## src/rtl/cv32e41s_rpm_responder_if.sv

```systemverilog
// RPM responder bus bundle: walker implicit-read port, M-mode programming
// write port, scrub control and status. The responder uses the slave modport;
// the walker/programming side uses master.
interface cv32e41s_rpm_responder_if #(
  parameter int DEPTH = 64
);
  localparam int IDX_W = $clog2(DEPTH);

  // Walker implicit-read port
  logic             imp_req_i;
  logic [31:0]      imp_addr_i;
  logic             imp_rvalid_o;
  logic [31:0]      imp_rdata_b0_o;
  logic [31:0]      imp_rdata_b1_o;
  logic             imp_addr_err_o;

  // Programming write port
  logic             wr_req_i;
  logic             wr_gnt_o;
  logic [IDX_W-1:0] wr_idx_i;
  logic             wr_bank_i;
  logic [31:0]      wr_data_i;

  // Scrub control and status
  logic             scrub_req_i;
  logic             busy_o;
  logic             parity_err_o;
  logic             dbg_state_o;  // 0 = SCRUB, 1 = READY

  // Handshake rules:
  //   read  : imp_req_i may stay high; each cycle it is high in READY the
  //           index is captured and imp_rvalid_o pulses exactly one cycle
  //           later with the data. There is no backpressure on reads.
  //   write : a write is transferred in any cycle where wr_req_i and
  //           wr_gnt_o are both high; wr_gnt_o is combinational and only
  //           ever high in READY.
  modport slave (
    input  imp_req_i, imp_addr_i, wr_req_i, wr_idx_i, wr_bank_i, wr_data_i,
           scrub_req_i,
    output imp_rvalid_o, imp_rdata_b0_o, imp_rdata_b1_o, imp_addr_err_o,
           wr_gnt_o, busy_o, parity_err_o, dbg_state_o
  );

  modport master (
    output imp_req_i, imp_addr_i, wr_req_i, wr_idx_i, wr_bank_i, wr_data_i,
           scrub_req_i,
    input  imp_rvalid_o, imp_rdata_b0_o, imp_rdata_b1_o, imp_addr_err_o,
           wr_gnt_o, busy_o, parity_err_o, dbg_state_o
  );
endinterface

```

## src/rtl/cv32e41s_rpm_responder.sv

```systemverilog
// Region Protection Memory responder. DEPTH two-word entries (bank 0 =
// CTRL/CFG, bank 1 = GUARD/ADDROFF), one-cycle walker reads with write-first
// forwarding, M-mode programming writes, and a full zero scrub after reset or
// on request so an unprogrammed trie always faults (CTRL valid bit = 0).
// Optional feature macro: CV32E41S_RPM_PARITY_EN (per-word even parity).
module cv32e41s_rpm_responder #(
  parameter int DEPTH          = 64,
  parameter bit SCRUB_ON_RESET = 1'b1
) (
  input logic                      clk,
  input logic                      rst,
  cv32e41s_rpm_responder_if.slave  bus
);
  localparam int IDX_W = $clog2(DEPTH);

  typedef enum logic {
    ST_SCRUB = 1'b0,
    ST_READY = 1'b1
  } state_t;

  state_t           r_state;
  logic [IDX_W-1:0] r_scrub_cnt;
  logic             r_rvalid;
  logic [31:0]      r_rdata_b0;
  logic [31:0]      r_rdata_b1;
  logic             r_addr_err;
  logic             r_parity_err;

  logic [31:0]      r_mem_b0 [DEPTH];
  logic [31:0]      r_mem_b1 [DEPTH];

  logic [IDX_W-1:0] w_rd_idx;
  logic             w_rd_oor;
  logic             w_wr_gnt;
  logic             w_wr_do;
  logic             w_fwd_b0;
  logic             w_fwd_b1;
  logic [31:0]      w_rd_b0;
  logic [31:0]      w_rd_b1;
  logic             w_perr;
  logic             w_unused;

  // Byte-offset bits of the walker address carry no information.
  assign w_unused = ^bus.imp_addr_i[1:0];

  assign w_rd_idx = bus.imp_addr_i[IDX_W+1:2];
  assign w_rd_oor = (|bus.imp_addr_i[31:IDX_W+2]) ||
                    (32'(w_rd_idx) >= 32'(DEPTH));

  assign w_wr_gnt = bus.wr_req_i & (r_state == ST_READY);
  // Out-of-range writes are granted but dropped; nothing lands during reset.
  assign w_wr_do  = w_wr_gnt & (32'(bus.wr_idx_i) < 32'(DEPTH)) & ~rst;

  // Write-first: a same-cycle write to the read entry is forwarded.
  assign w_fwd_b0 = w_wr_do & ~bus.wr_bank_i & (bus.wr_idx_i == w_rd_idx);
  assign w_fwd_b1 = w_wr_do &  bus.wr_bank_i & (bus.wr_idx_i == w_rd_idx);
  assign w_rd_b0  = w_fwd_b0 ? bus.wr_data_i : r_mem_b0[w_rd_idx];
  assign w_rd_b1  = w_fwd_b1 ? bus.wr_data_i : r_mem_b1[w_rd_idx];

`ifdef CV32E41S_RPM_PARITY_EN
  logic r_par_b0 [DEPTH];
  logic r_par_b1 [DEPTH];

  // A forwarded word is fresh, so only the stored (non-forwarded) bank is checked.
  assign w_perr = ~w_rd_oor &
                  ((~w_fwd_b0 & ((^r_mem_b0[w_rd_idx]) != r_par_b0[w_rd_idx])) |
                   (~w_fwd_b1 & ((^r_mem_b1[w_rd_idx]) != r_par_b1[w_rd_idx])));

  // Parity bits follow every array write, scrub writes included.
  always_ff @(posedge clk) begin
    if (!rst) begin
      if (r_state == ST_SCRUB) begin
        r_par_b0[r_scrub_cnt] <= 1'b0;
        r_par_b1[r_scrub_cnt] <= 1'b0;
      end else if (w_wr_do) begin
        if (bus.wr_bank_i) r_par_b1[bus.wr_idx_i] <= ^bus.wr_data_i;
        else               r_par_b0[bus.wr_idx_i] <= ^bus.wr_data_i;
      end
    end
  end
`else
  assign w_perr = 1'b0;
`endif

  // Entry array: scrub zeroes one entry per cycle, READY takes granted writes.
  always_ff @(posedge clk) begin
    if (!rst) begin
      if (r_state == ST_SCRUB) begin
        r_mem_b0[r_scrub_cnt] <= '0;
        r_mem_b1[r_scrub_cnt] <= '0;
      end else if (w_wr_do) begin
        if (bus.wr_bank_i) r_mem_b1[bus.wr_idx_i] <= bus.wr_data_i;
        else               r_mem_b0[bus.wr_idx_i] <= bus.wr_data_i;
      end
    end
  end

  // Control FSM with registered read-response outputs.
  always_ff @(posedge clk) begin
    if (rst) begin
      r_state      <= SCRUB_ON_RESET ? ST_SCRUB : ST_READY;
      r_scrub_cnt  <= '0;
      r_rvalid     <= 1'b0;
      r_rdata_b0   <= '0;
      r_rdata_b1   <= '0;
      r_addr_err   <= 1'b0;
      r_parity_err <= 1'b0;
    end else begin
      case (r_state)
        ST_SCRUB: begin
          r_rvalid     <= 1'b0;
          r_rdata_b0   <= '0;
          r_rdata_b1   <= '0;
          r_addr_err   <= 1'b0;
          r_parity_err <= 1'b0;
          if (r_scrub_cnt == IDX_W'(DEPTH - 1)) begin
            r_scrub_cnt <= '0;
            r_state     <= ST_READY;
          end else begin
            r_scrub_cnt <= r_scrub_cnt + 1'b1;
          end
        end
        ST_READY: begin
          if (bus.scrub_req_i) begin
            // Any read in this cycle would answer inside SCRUB, so drop it.
            r_state      <= ST_SCRUB;
            r_scrub_cnt  <= '0;
            r_rvalid     <= 1'b0;
            r_rdata_b0   <= '0;
            r_rdata_b1   <= '0;
            r_addr_err   <= 1'b0;
            r_parity_err <= 1'b0;
          end else if (bus.imp_req_i) begin
            r_rvalid     <= 1'b1;
            r_addr_err   <= w_rd_oor;
            r_parity_err <= w_perr;
            if (w_rd_oor || w_perr) begin
              r_rdata_b0 <= '0;
              r_rdata_b1 <= '0;
            end else begin
              r_rdata_b0 <= w_rd_b0;
              r_rdata_b1 <= w_rd_b1;
            end
          end else begin
            // Data holds between reads; only the strobes drop.
            r_rvalid     <= 1'b0;
            r_addr_err   <= 1'b0;
            r_parity_err <= 1'b0;
          end
        end
        default: r_state <= ST_SCRUB;
      endcase
    end
  end

  assign bus.imp_rvalid_o   = r_rvalid;
  assign bus.imp_rdata_b0_o = r_rdata_b0;
  assign bus.imp_rdata_b1_o = r_rdata_b1;
  assign bus.imp_addr_err_o = r_addr_err;
  assign bus.wr_gnt_o       = w_wr_gnt;
  assign bus.busy_o         = (r_state == ST_SCRUB);
  assign bus.dbg_state_o    = r_state;
`ifdef CV32E41S_RPM_PARITY_EN
  assign bus.parity_err_o   = r_parity_err;
`else
  assign bus.parity_err_o   = 1'b0;
`endif

endmodule

```

## src/flat_wrapper.sv

```systemverilog
// flat-port wrapper written by rule: the top's interface ports become plain ports
module cv32e41s_rpm_responder_flat 
#(
  parameter int DEPTH          = 64,
  parameter bit SCRUB_ON_RESET = 1'b1
)
  (clk, rst, bus_imp_req_i, bus_imp_addr_i, bus_wr_req_i, bus_wr_idx_i, bus_wr_bank_i, bus_wr_data_i, bus_scrub_req_i, bus_imp_rvalid_o, bus_imp_rdata_b0_o, bus_imp_rdata_b1_o, bus_imp_addr_err_o, bus_wr_gnt_o, bus_busy_o, bus_parity_err_o, bus_dbg_state_o);
  cv32e41s_rpm_responder_if #(.DEPTH(DEPTH)) bus_i ();
  input logic clk;
  input logic rst;
  input wire logic [$bits(bus_i.imp_req_i)-1:0] bus_imp_req_i;
  input wire logic [$bits(bus_i.imp_addr_i)-1:0] bus_imp_addr_i;
  input wire logic [$bits(bus_i.wr_req_i)-1:0] bus_wr_req_i;
  input wire logic [$bits(bus_i.wr_idx_i)-1:0] bus_wr_idx_i;
  input wire logic [$bits(bus_i.wr_bank_i)-1:0] bus_wr_bank_i;
  input wire logic [$bits(bus_i.wr_data_i)-1:0] bus_wr_data_i;
  input wire logic [$bits(bus_i.scrub_req_i)-1:0] bus_scrub_req_i;
  output wire logic [$bits(bus_i.imp_rvalid_o)-1:0] bus_imp_rvalid_o;
  output wire logic [$bits(bus_i.imp_rdata_b0_o)-1:0] bus_imp_rdata_b0_o;
  output wire logic [$bits(bus_i.imp_rdata_b1_o)-1:0] bus_imp_rdata_b1_o;
  output wire logic [$bits(bus_i.imp_addr_err_o)-1:0] bus_imp_addr_err_o;
  output wire logic [$bits(bus_i.wr_gnt_o)-1:0] bus_wr_gnt_o;
  output wire logic [$bits(bus_i.busy_o)-1:0] bus_busy_o;
  output wire logic [$bits(bus_i.parity_err_o)-1:0] bus_parity_err_o;
  output wire logic [$bits(bus_i.dbg_state_o)-1:0] bus_dbg_state_o;
  assign bus_i.imp_req_i = bus_imp_req_i;
  assign bus_i.imp_addr_i = bus_imp_addr_i;
  assign bus_i.wr_req_i = bus_wr_req_i;
  assign bus_i.wr_idx_i = bus_wr_idx_i;
  assign bus_i.wr_bank_i = bus_wr_bank_i;
  assign bus_i.wr_data_i = bus_wr_data_i;
  assign bus_i.scrub_req_i = bus_scrub_req_i;
  assign bus_imp_rvalid_o = bus_i.imp_rvalid_o;
  assign bus_imp_rdata_b0_o = bus_i.imp_rdata_b0_o;
  assign bus_imp_rdata_b1_o = bus_i.imp_rdata_b1_o;
  assign bus_imp_addr_err_o = bus_i.imp_addr_err_o;
  assign bus_wr_gnt_o = bus_i.wr_gnt_o;
  assign bus_busy_o = bus_i.busy_o;
  assign bus_parity_err_o = bus_i.parity_err_o;
  assign bus_dbg_state_o = bus_i.dbg_state_o;
  cv32e41s_rpm_responder #(.DEPTH(DEPTH), .SCRUB_ON_RESET(SCRUB_ON_RESET)) u_core (.clk(clk), .rst(rst), .bus(bus_i));
endmodule
```

## config.mk

```make
export PLATFORM = sky130hd
export DESIGN_NAME = cv32e41s_rpm_responder_flat
export DESIGN_NICKNAME = d
export VERILOG_FILES = /design/src/rtl/cv32e41s_rpm_responder_if.sv /design/src/rtl/cv32e41s_rpm_responder.sv /design/src/flat_wrapper.sv
export SDC_FILE = /design/constraint.sdc
export NUM_CORES = 2
export LEC_CHECK = 0
export BUFFER_PORTS_ARGS = -buffer_cell sky130_fd_sc_hd__clkbuf_2
export CORE_ASPECT_RATIO = 0.9
export CORE_MARGIN = 8
export CORE_UTILIZATION = 63
export DETAILED_ROUTE_END_ITERATION = 8
export PLACE_DENSITY = 0.75
export SLEW_MARGIN = 30
export SYNTH_ARGS = -nofsm -noshare
export SYNTH_HDL_FRONTEND = slang
export SYNTH_SLANG_ARGS = --single-unit
```

## constraint.sdc

```tcl
create_clock -name clk -period 4.5 [get_ports clk]
set_input_delay 0.45 -clock clk [delete_from_list [all_inputs] [get_ports clk]]
set_output_delay 0.45 -clock clk [all_outputs]
set_load 0.01 [all_outputs]
```

## Word-level counts from Yosys, hierarchy flattened

Memories as Yosys holds them, arrays and structs flattened.
Cells that the tools add are included.

| word-level totals | value |
|---|---|
| register bits | 73 |
| RAM bits | 4096 |
| input bits | 76 |
| output and inout bits | 70 |
| logic and storage cells | 66 |
| memories kept | 2 |

Memories:

| memory | depth | width | read ports | clocked after memory_dff | wr ports | RTL line | RTL |
|---|---|---|---|---|---|---|---|
| u_core.r_mem_b0 | 64 | 32 | 1 | 0 | 1 | cv32e41s_rpm_responder.sv:29 | `logic [31:0] r_mem_b0 [DEPTH];` |
| u_core.r_mem_b1 | 64 | 32 | 1 | 0 | 1 | cv32e41s_rpm_responder.sv:30 | `logic [31:0] r_mem_b1 [DEPTH];` |

| operators by class | value |
|---|---|
| $add $sub $neg | 1 |
| equal/unequal tests | 4 |
| mux-type cells | 41 |
| bitwise logic cells | 9 |
| reduce and logical (&&, ||, !) cells | 3 |

Operator list:

| cell | number |
|---|---|
| $mux W32 | 10 |
| $pmux W32 S2 | 2 |
| $reduce_or A32 Y1 | 2 |
| $mux W6 | 4 |
| $reduce_or A24 Y1 | 1 |
| $mux W1 | 21 |
| $pmux W6 S2 | 1 |
| $add A6 B1 Y6 const B | 1 |
| $and A1 B1 Y1 | 6 |
| $eq A6 B6 Y1 | 1 |
| $eq A6 B6 Y1 const B | 1 |
| $pmux W1 S2 | 3 |
| $ne A3 B3 Y1 const B | 1 |
| $not A1 Y1 | 3 |
| $ne A2 B2 Y1 const B | 1 |

## Depth between registers and ports, before layout

| logic depth | value |
|---|---|
| depth after elaboration | 9 |
| mapped depth | 11 |
| mapped depth without buffers | 6 |

## Least setup slack after synthesis

OpenSTA, ideal clock, no wires.

| timing path | value |
|---|---|
| kind | input to register |
| start point | input rst |
| end point | memory u_core.r_mem_b0[10][0], enable pin |
| library setup time | 0.421 ns |
| arrival time | 3.119 ns |
| data required time | 4.079 ns |
| path slack | 0.960 ns |
| cell stages on the path | 8 |
| cell sequence | nor2_1 and2_1 clkbuf_1 clkbuf_1 nand3b_1 o21ai_0 nand2_1 nor2_1 |

| between the ends | value |
|---|---|
| cells in the longest elaborated chain, start to end | 8 |
| elaborated cells between the ends (all ways) | 11 |
| classes of those cells | mux: 8; bitwise: 2; reduce/logical: 1 |

RTL lines:

| element | RTL line | RTL |
|---|---|---|
| start: declaration | flat_wrapper.sv:10 | `input logic rst;` |
| $not A1 Y1 | cv32e41s_rpm_responder.sv:52 | `assign w_wr_do = w_wr_gnt & (32'(bus.wr_idx_i) < 32'(DEPTH)) & ~rst;` |
| $and A1 B1 Y1 | cv32e41s_rpm_responder.sv:52 |  |
| $mux W1 | cv32e41s_rpm_responder.sv:91 | `end else if (w_wr_do) begin` |
| $mux W1 | cv32e41s_rpm_responder.sv:88 | `if (r_state == ST_SCRUB) begin` |
| $mux W1 | cv32e41s_rpm_responder.sv:87 | `if (!rst) begin` |
| $mux W1 (not written as such) | cv32e41s_rpm_responder.sv:93 | `else r_mem_b0[bus.wr_idx_i] <= bus.wr_data_i;` |
| $reduce_or A32 Y1 (no source line) | n/a |  |
| $mux W6 (no source line) or $mux W1 (tied branches) | n/a |  |
| end: declaration | cv32e41s_rpm_responder.sv:29 |  |

Parallel ways exist; a longest one is shown, timed or not.

## Final worst setup path

| timing path | value |
|---|---|
| start point | register u_core.r_state (netlist: u_core.bus.dbg_state_o) |
| end point | memory u_core.r_mem_b1[5][23], enable pin |

| between the ends | value |
|---|---|
| cells in the longest elaborated chain, start to end | 8 |
| elaborated cells between the ends (all ways) | 12 |
| classes of those cells | mux: 9; bitwise: 2; reduce/logical: 1 |

RTL lines:

| element | RTL line | RTL |
|---|---|---|
| start: declaration | cv32e41s_rpm_responder.sv:21 | `state_t r_state;` |
| start signal: assignment | cv32e41s_rpm_responder.sv:101 | `r_state <= SCRUB_ON_RESET ? ST_SCRUB : ST_READY;` |
| $and A1 B1 Y1 | cv32e41s_rpm_responder.sv:50 | `assign w_wr_gnt = bus.wr_req_i & (r_state == ST_READY);` |
| $and A1 B1 Y1 | cv32e41s_rpm_responder.sv:52 |  |
| $mux W1 | cv32e41s_rpm_responder.sv:91 |  |
| $mux W1 | cv32e41s_rpm_responder.sv:88 |  |
| $mux W1 | cv32e41s_rpm_responder.sv:87 |  |
| $mux W1 (not written as such) | cv32e41s_rpm_responder.sv:92 | `if (bus.wr_bank_i) r_mem_b1[bus.wr_idx_i] <= bus.wr_data_i;` |
| $reduce_or A32 Y1 (no source line) | n/a |  |
| $mux W6 (no source line) or $mux W1 (tied branches) | n/a |  |
| end: declaration | cv32e41s_rpm_responder.sv:30 |  |

Parallel ways exist; a longest one is shown, timed or not.

==> out/qor.yml <==
place:
  dp_slack_ps: 803
  placed_area_um2: 169000
  routabilityCongestion: 1.00
  place_hpwl_um: 259000
  place.port_buffers: 142
sta:
  fin_crit_sh_pct: 84.8
  hold_slack_ps: 111
  setup_viol: 0
  fin_skew_ps: 58.9
  setup_ws_ps: 685
  max_freq_mhz: 262
  fin_crit_ps: 3820
  rsz0062_at_grt: "false"
  drv_slew: 0
  fin_tns_setup_ps: 0
  worstMarginPinSlew_ps: 1100
  final_hold_viol_count: 0
  relSlewSlack_pct: 26.0
global_route:
  grt_use_total_pct: 31.9
  antenna_found_initial: 22
  grt_max_degree: 97
  grt_pass1_wl_um: 617000
  grt_overflow: 0
  grt_pass1_vias: 84100
final_layout:
  drive_above_1_share_pct: 22.4
  area_growth_pct: 12.9
  layout.nets: 8691
  design_area_um2: 183000
clock_tree:
  numCtsBuffers: 399
  cts-root-buf: "clkbuf_16"
  cts_tree: "yes"
  insertion_delay_ps: 930
  cts_sinks: 4169
  clk_pin_slew_ps: 70
  cts_setup_buffers: 0
  h-tree-depth: 5
  cts_buffer_depth: 4
synthesis:
  yosys_warnings: 0
  synth_top_family_by_area: "multiplexers"
  ys.flop_type: "edfxtp_1"
  synth_area_um2: 162000
  ys_types: 52
  synth-edff-count: 4096
  postSynthNetCount: 8240
  seq_area_frac_synth_pct: 77.0
  synth_simple_gate_area_share_pct: 2.98
  synthXorXnorAreaFrac_pct: 0.0325
  synth_cells: 8163
  synthAdderAreaFrac_pct: 0.00774
  synthMuxAreaShare_pct: 14.5
  async_flop_share_pct: 0
  synth.avg_cell_area_um2: 19.8
  ys_ff_latch: 4169
  synth_compound_area_share_pct: 3.97
power:
  power_density_nw_per_um2: 431
  ir_worst_vdd_mv: 0.370
  p_comb_share_pct: 3.6
  p_int_uw: 62600
  power_frac_seq_pct: 53.6
  p_sw_uw: 16100
  clkPwrFrac_pct: 42.8
  power.share.switching_pct: 20.4
  p_leak_uw: 0.0669
drt:
  antenna_left: 0
  dr.pass1.iters: 6
  routed_via_density: 7.02
  drc: 0
  drtIter0Drc: 13300
  wl_um: 440000
  detail_route.wl_per_cell_um: 35.6
  dr_total_vias: 86700
die:
  initial_core_util_pct: 63.3
  die_width_um: 550
  ios: 146
  die_h_um: 497
  rows: 176
  dieArea_um2: 273000
  core-area_um2: 255000
worst_setup_path:
  worstPathArrival_ps: 4430
  cp.required_ps: 5120
  startpoint_type: "flop"
  critical_path.max_fanout: 35
  worstSetupPathType: "reg2reg"
  endpoint_kind: "flop"
job:
  maxCapViolCount: 0
worst_hold_path:
  worstHoldPathType: "in2reg"
status:
  status: "completed"
[cells in the final DEF, fill, tap and decap left out, types with 10 or more instances in the layout]
master	n
clkbuf_16	407
a221oi_1	66
and3_4	31
buf_12	80
o21ai_0	133
nor2_4	132
clkbuf_8	11
a2111oi_2	59
clkbuf_1	79
clkinv_2	63
nand3_1	144
nand2b_1	10
a211oi_1	127
nand2_1	619
buf_4	312
edfxtp_1	4096
a21oi_1	129
clkinv_1	91
mux4_2	644
and2_4	19
nor2_1	18
dfxtp_1	73
mux2i_1	886
clkbuf_2	136
a22oi_1	259
bufinv_16	48
diode_2	32
o21ai_1	10
and2_2	14
o2111ai_1	62
nand4_1	68
[final cells by class]
type / count / area [um^2]
Multi-Input combinational cell: 3503 / 35900
Inverter: 3 / 13.8
Timing Repair Buffer: 538 / 4750
Fill cell: 14700 / 72900
Clock inverter: 231 / 2410
Clock buffer: 497 / 10600
Antenna cell: 32 / 80.1
Sequential cell: 4169 / 124000
Tap cell: 3382 / 4230
[Yosys cell counts (all sizes together) (68+ instances only)]
| cell type | number | area [um^2] |
|---|---|---|
| buf | 295 | 1790 |
| mux2i | 886 | 8870 |
| mux4 | 644 | 14500 |
| nand3 | 144 | 721 |
| nand2 | 621 | 2340 |
| a21oi | 129 | 646 |
| dfxtp | 73 | 1460 |
| nand4 | 68 | 425 |
| a211oi | 127 | 953 |
| edfxtp | 4096 | 123000 |
| clkbuf | 193 | 726 |
| o21ai | 143 | 716 |
| nor2 | 151 | 572 |
| a22oi | 259 | 1940 |
[registers in the layout, indices dropped and copies added, names as in the netlist]
name                       flops
u_core.bus.imp_rvalid_o        1
u_core.bus.imp_rdata_b1_o     32
u_core.bus.imp_rdata_b0_o     32
u_core.bus.imp_addr_err_o      1
u_core.bus.dbg_state_o         1
u_core.r_mem_b0             2048
u_core.r_mem_b1             2048
u_core.r_scrub_cnt             6
[critical path, cell delays in order (launching register included)]
cell and delay, ps:
dfxtp_1 610, and2_1 210, buf_4 380, nand3b_2 210
o31ai_1 370, nand2_1 700, nor2_4 750, buf_12 290
[metal layers]
layer	wire, um	vias to the layer above	share of wire, %	global-route usage, %
met5	12	-	0.0027	0
met4	20200	2	4.6	12.9
met3	62200	879	14	9.99
met2	194000	6191	44	46.1
met1	164000	45100	37	46.0
li1	-	34500	-	-
[stage by stage]
step / utilization [%] / cells / power [uW]
floorplan: - / 8163 / 44700
global placement: 66.2 / 11600 / 45700
detailed placement: 66.3 / 11600 / 45700
CTS: 71.4 / 12300 / 78700
global route: 71.4 / 12300 / 80200
finish: 71.5 / 12400 / 78600
[path summary, 6_finish.rpt]
kind | start | slack [ps] | endpoint | depth (start not counted)
worst max-delay path | u_core.bus.dbg_state_o | 680 | u_core.r_mem_b1[5][23] | 7
worst min register to register | u_core.bus.imp_rdata_b0_o[21] | 640 | u_core.bus.imp_rdata_b0_o[21] | 2
worst min-delay path | bus_imp_addr_i[3] | 110 | u_core.bus.imp_rdata_b0_o[31] | 3
worst max register to register | u_core.bus.dbg_state_o | 680 | u_core.r_mem_b1[5][23] | 7
[power groups by stage]
stage	logic [uW]	registers, uW	clock network (uW)
2_1_floorplan	1720	42900	0
3_3_place_gp	2730	42900	0
3_5_place_dp	2760	43000	0
4_1_cts	2780	42100	33800
5_1_grt	2930	42100	35200
6_report	2840	42100	33700
[kinds of logic (layout without fill, tap and decap cells)]
| kind of cell | after synthesis | in the layout |
|---|---|---|
| compound gates | 864 | 864 |
| other cells | 1 | 33 |
| fa+ha+maj | 1 | 1 |
| buf+inv | 491 | 1269 |
| flops | 4169 | 4169 |
| xor+xnor | 6 | 6 |
| mux | 1530 | 1530 |
| simple gates | 1101 | 1101 |
[repair_timing]
item | in CTS | in global routing
endpoints found under the setup margin | 0 | 0
gates resized for setup | 0 | 0
hold endpoints to repair | 19 | 0
hold buffers | 6 | 0
Power figures use the tool's default switching activity.
